$ cat src/rtl/alu_pkg.sv
// alu_pkg: shared opcodes, ALU op codes, CCR bit indices and sequencer states
package alu_pkg;
  localparam logic [3:0] OP_NOP  = 4'd0;
  localparam logic [3:0] OP_SETC = 4'd1;
  localparam logic [3:0] OP_CLRC = 4'd2;
  localparam logic [3:0] OP_NOT  = 4'd3;
  localparam logic [3:0] OP_ADD  = 4'd4;
  localparam logic [3:0] OP_LDM  = 4'd5;
  localparam logic [3:0] OP_STD  = 4'd6;
  localparam logic [2:0] ALU_NOP = 3'd0;
  localparam logic [2:0] ALU_LDM = 3'd1;
  localparam logic [2:0] ALU_STD = 3'd2;
  localparam logic [2:0] ALU_ADD = 3'd3;
  localparam logic [2:0] ALU_NOT = 3'd4;
  localparam int CCR_Z = 0;
  localparam int CCR_N = 1;
  localparam int CCR_C = 2;
  typedef enum logic [1:0] {IDLE, EXEC, DONE} state_t;
  function automatic logic [2:0] alu_op_of(input logic [3:0] op);
    return op == OP_ADD ? ALU_ADD :
           op == OP_LDM ? ALU_LDM :
           op == OP_STD ? ALU_STD :
           op == OP_NOT ? ALU_NOT : ALU_NOP;
  endfunction
endpackage

$ cat src/rtl/ccr_unit.sv
// ccr_unit: next-state logic for the architectural Z/N/C flags
module ccr_unit
  import alu_pkg::*;
(
  input  logic [2:0] ccr_q,
  input  logic [3:0] op,
  input  logic [2:0] alu_ccr,
  input  logic       en,
  output logic [2:0] ccr_d
);
  logic zn_upd;
  assign zn_upd = en && (op == OP_ADD || op == OP_NOT);
  // Z/N follow the ALU on ADD/NOT; C follows the ALU on ADD or is forced by SETC/CLRC
  always_comb begin
    ccr_d = ccr_q;
    ccr_d[CCR_Z] = zn_upd ? alu_ccr[CCR_Z] : ccr_q[CCR_Z];
    ccr_d[CCR_N] = zn_upd ? alu_ccr[CCR_N] : ccr_q[CCR_N];
    ccr_d[CCR_C] = en && op == OP_ADD  ? alu_ccr[CCR_C] :
                   en && op == OP_SETC ? 1'b1 :
                   en && op == OP_CLRC ? 1'b0 : ccr_q[CCR_C];
  end
endmodule

$ cat src/rtl/alu_exec_ctrl.sv
// alu_exec_ctrl: execute-stage sequencer driving an external combinational ALU
module alu_exec_ctrl
  import alu_pkg::*;
#(
  parameter int WIDTH   = 16,
  parameter int RADDR_W = 3
) (
  input  logic               clk,
  input  logic               rst,
  input  logic               in_valid,
  output logic               in_ready,
  input  logic [3:0]         in_op,
  input  logic [WIDTH-1:0]   in_rs_val,
  input  logic [WIDTH-1:0]   in_rd_val,
  input  logic [WIDTH-1:0]   in_imm,
  input  logic [RADDR_W-1:0] in_rd_addr,
  output logic [WIDTH-1:0]   alu_rs,
  output logic [WIDTH-1:0]   alu_rd,
  output logic [2:0]         alu_op,
  input  logic [WIDTH-1:0]   alu_out,
  input  logic [2:0]         alu_ccr,
  output logic               out_valid,
  input  logic               out_ready,
  output logic [WIDTH-1:0]   out_result,
  output logic [RADDR_W-1:0] out_rd_addr,
  output logic               out_wb_en,
  output logic               out_mem_wr,
  output logic [2:0]         ccr,
  output logic               illegal
);
  state_t state;
  logic [3:0] op_q;
  logic [RADDR_W-1:0] rd_addr_q;
  logic [2:0] ccr_d;
  ccr_unit u_ccr (
    .ccr_q   (ccr),
    .op      (op_q),
    .alu_ccr (alu_ccr),
    .en      (state == EXEC),
    .ccr_d   (ccr_d)
  );
  // Accept -> drive ALU for one cycle -> hold captured result until consumed
  always_ff @(posedge clk) begin
    if (rst) begin
      state       <= IDLE;
      in_ready    <= 1'b1;
      op_q        <= OP_NOP;
      rd_addr_q   <= '0;
      alu_rs      <= '0;
      alu_rd      <= '0;
      alu_op      <= ALU_NOP;
      illegal     <= 1'b0;
      out_valid   <= 1'b0;
      out_result  <= '0;
      out_rd_addr <= '0;
      out_wb_en   <= 1'b0;
      out_mem_wr  <= 1'b0;
      ccr         <= 3'b000;
    end else begin
      case (state)
        IDLE: if (in_valid) begin
          state     <= EXEC;
          in_ready  <= 1'b0;
          op_q      <= in_op;
          rd_addr_q <= in_rd_addr;
          alu_rs    <= in_rs_val;
          alu_rd    <= in_op == OP_LDM ? in_imm : in_rd_val;
          alu_op    <= alu_op_of(in_op);
          illegal   <= in_op > OP_STD;
        end
        EXEC: begin
          state       <= DONE;
          alu_op      <= ALU_NOP;
          illegal     <= 1'b0;
          out_valid   <= 1'b1;
          out_result  <= alu_out;
          out_rd_addr <= rd_addr_q;
          out_wb_en   <= op_q inside {OP_ADD, OP_NOT, OP_LDM};
          out_mem_wr  <= op_q == OP_STD;
          ccr         <= ccr_d;
        end
        DONE: if (out_ready) begin
          state     <= IDLE;
          in_ready  <= 1'b1;
          out_valid <= 1'b0;
        end
        default: state <= IDLE;
      endcase
    end
  end
endmodule
$ cat config.mk
export PLATFORM = sky130hd
export DESIGN_NAME = alu_exec_ctrl
export DESIGN_NICKNAME = d
export VERILOG_FILES = /design/src/rtl/alu_pkg.sv /design/src/rtl/ccr_unit.sv /design/src/rtl/alu_exec_ctrl.sv
export SDC_FILE = /design/constraint.sdc
export NUM_CORES = 1
export LEC_CHECK = 0
export BUFFER_PORTS_ARGS = -buffer_cell sky130_fd_sc_hd__buf_4
export CORE_MARGIN = 1
export CORE_UTILIZATION = 45
export CTS_CLUSTER_DIAMETER = 60
export DETAILED_ROUTE_END_ITERATION = 10
export GPL_TIMING_DRIVEN = 0
export HOLD_SLACK_MARGIN = 0.06
export PLACE_DENSITY = 0.84
export REMOVE_ABC_BUFFERS = 1
export SLEW_MARGIN = 20
export SYNTH_ARGS = -nofsm -noshare
export SYNTH_HDL_FRONTEND = slang
export SYNTH_HIERARCHICAL = 1
export SYNTH_SLANG_ARGS = --single-unit
$ cat constraint.sdc
create_clock -name clk -period 2.4 [get_ports clk]
set_input_delay 0.24 -clock clk [delete_from_list [all_inputs] [get_ports clk]]
set_output_delay 0.24 -clock clk [all_outputs]
set_load 0.02 [all_outputs]
==> impl_metrics.json <==
{
  "status": "finished clean",
  "antenna_cells": 0,
  "r2r-start": "state[0]",
  "clk_pin_slew_ns": 0.08,
  "rrSetupSlack_ns": 0.23,
  "die_x_um": 80.9,
  "cts-root-buf": "clkbuf_8",
  "worstSetupEndpointType": "flop",
  "required_ns": 2.67,
  "p_per_area_nw_per_um2": 736,
  "dr.pass1.iters": 4,
  "period_minus_slack_ns": 2.17,
  "post-place-ws_ns": -0.488,
  "syn-mean-instance-area_um2": 7.83,
  "rsz0062_at_grt": "no",
  "die-area_um2": 6550,
  "die_y_um": 80.9,
  "yosysWarnings": 6,
  "postLayoutCoreUtil_pct": 69.4,
  "via_count": 2876,
  "worstPathMaxFanout": 30,
  "cts_buffer_depth": 2,
  "period_share_pct": 90.6,
  "ys.flop_type": "dfxtp_1",
  "worstMarginPinSlew_ns": 0.948,
  "cts_setup_buffers": 0,
  "io_pins": 140,
  "wl_per_cell_um": 12.5,
  "grt_antenna_before_repair": 0,
  "fin_ws_ns": 0.226,
  "ys_seq_area_share_pct": 50.7,
  "crit_end": "ccr[0]",
  "drive_gt1_share_pct": 33.5,
  "route.detailed.drc": 0,
  "grt_max_degree": 72,
  "core-area_um2": 5960,
  "clock_latency_ns": 0.34,
  "p_leak_uw": 0.00180,
  "design_area_um2": 4130,
  "dp_hpwl_mm": 4.94,
  "synth-async-reset-ratio_pct": 0,
  "grt_usage_pct": 21.2,
  "met1_usage_pct": 23.4,
  "dpl_cell_area_um2": 3850,
  "cap_violations": 0,
  "gp_congestion": 0.745,
  "busiest_layer": "met2",
  "arrival_ns": 2.44,
  "synth.distinct_cells": 31,
  "relSlewSlack_pct": 36.8,
  "postRouteAntennaNets": 0,
  "drt_iter0_drc": 73,
  "ys_seq_elements": 71,
  "overflow": 0,
  "crit_path_start_kind": "flop",
  "syn-cell-area_um2": 2800,
  "use_met2_pct": 37.1,
  "cts_num_sinks": 71,
  "vias_per_cell": 5.10,
  "area_growth_pct": 47.4,
  "cts_buffers": 9,
  "timing.setup.tns_ns": 0,
  "row_count": 28,
  "grt_pass1_wl_mm": 10.9,
  "yosys.area.top_type": "dfxtp_1",
  "hp-class": "primary input to flop",
  "cp-startpoint": "state[0]",
  "finClkSkew_ns": 0.00435,
  "maxSlewViolCount": 0,
  "criticalPathCategory": "flop to flop",
  "cts_tree": "done",
  "fmax_mhz": 460,
  "h-tree-depth": 3,
  "start_util_pct": 47.1,
  "grt_pass1_vias": 2539,
  "worstReg2RegEnd": "ccr[0]",
  "ff2ff_path_depth": 8,
  "drt_wl_total_mm": 7.03,
  "peakVddDrop_v": 0.000465,
  "synthTopCellsByArea": "dfxtp_1, nand2_1, a21oi_1, a311oi_1, nor2_1",
  "use_met3_pct": 7.42,
  "synth_top_area_share_pct": 50.7,
  "finalSetupViolCount": 0,
  "yosysMostFrequentCell": "nand2_1",
  "syn_inst": 358,
  "port-buffer-count": 139,
  "synth_edf_count": 0,
  "num-nets-final": 562,
  "holdWs_ns": 0.142,
  "hold_violations": 0,
  "netlist_top_cells_count": "nand2_1, dfxtp_1, a21oi_1, nor2_1, a311oi_1"
}
[worst min-delay path by stage]
| stage | depth (start not counted) | endpoint | slack [ns] | startpoint |
|---|---|---|---|---|
| detailed placement | 2 | out_rd_addr[1] | 0.45 | rd_addr_q[1] |
| global placement | 2 | out_rd_addr[1] | 0.44 | rd_addr_q[1] |
| global route | 3 | rd_addr_q[2] | 0.13 | in_rd_addr[2] |
| finish | 3 | out_result[0] | 0.14 | alu_out[0] |
| floorplan | 1 | alu_op[0] | 0.31 | rst |
| CTS | 3 | out_result[0] | 0.13 | alu_out[0] |
[metal layers]
metal | vias to the layer above | share of wire (%)
met4 | 0 | 1.5
met1 | 1283 | 42
met2 | 114 | 47
met5 | - | 0
li1 | 1466 | -
met3 | 13 | 9.5
[worst max-delay path, cell delays in order, from the launching register on]
cell,delay [ns]
dfxtp_1,0.51
nand2b_4,0.27
inv_4,0.30
nand2b_1,0.26
a211oi_2,0.28
o32ai_1,0.13
a21oi_1,0.15
nand2_1,0.07
a21oi_1,0.11
[final cells by class]
class | instances | area, um^2
timing repair buffer | 143 | 1080
fill | 527 | 1820
clock inverter | 7 | 145
multi-input combinational | 256 | 1260
tap | 75 | 93.8
clock buffer | 9 | 124
inverter | 3 | 13.8
sequential | 71 | 1420
[stage by stage]
step / total power (uW) / cells
2_1_floorplan: 1550 / 330
3_3_place_gp: 1800 / 544
3_5_place_dp: 1810 / 548
4_1_cts: 3070 / 564
5_1_grt: 3170 / 564
6_report: 3040 / 564
[logic make-up after synthesis]
family	count (synthesis)	share of synthesized area (%)
simple gates	170	25.3
compound gates	86	19.1
buf+inv	31	4.91
flops	71	50.7
[power breakdown]
part	total (uW)	switching (uW)	leakage (uW)	internal (uW)
combinational	487	258	0.00109	229
sequential	1300	48.0	0.000582	1250
clock	1250	456	0.000130	799
total	3040	762	0.00180	2280
[sequential cells by signal, summed over array words and instances, names as in the netlist, 2 cells and up]
register / count
out_result: 16
alu_rd: 16
alu_rs: 16
alu_op: 3
out_rd_addr: 3
op_q: 4
state: 2
ccr: 3
rd_addr_q: 3
[timing repair]
action,4_1_cts,5_1_grt
endpoints found under the setup margin,3,3
resized for setup,2,1
gates cloned,0,0
hold buffers,0,0
[placed cells by master (no fill, tap or decap), types with 2 or more instances in the layout]
master	n
dfxtp_1	71
o32ai_1	4
clkinv_4	2
or4b_1	2
buf_4	142
nand3_1	3
nand2b_1	6
bufinv_16	4
nand2_1	124
a211oi_1	2
nor2_1	25
clkbuf_8	9
a311oi_1	17
nand4_1	2
inv_1	2
a21oi_1	57
Power figures use the tool's default switching activity.
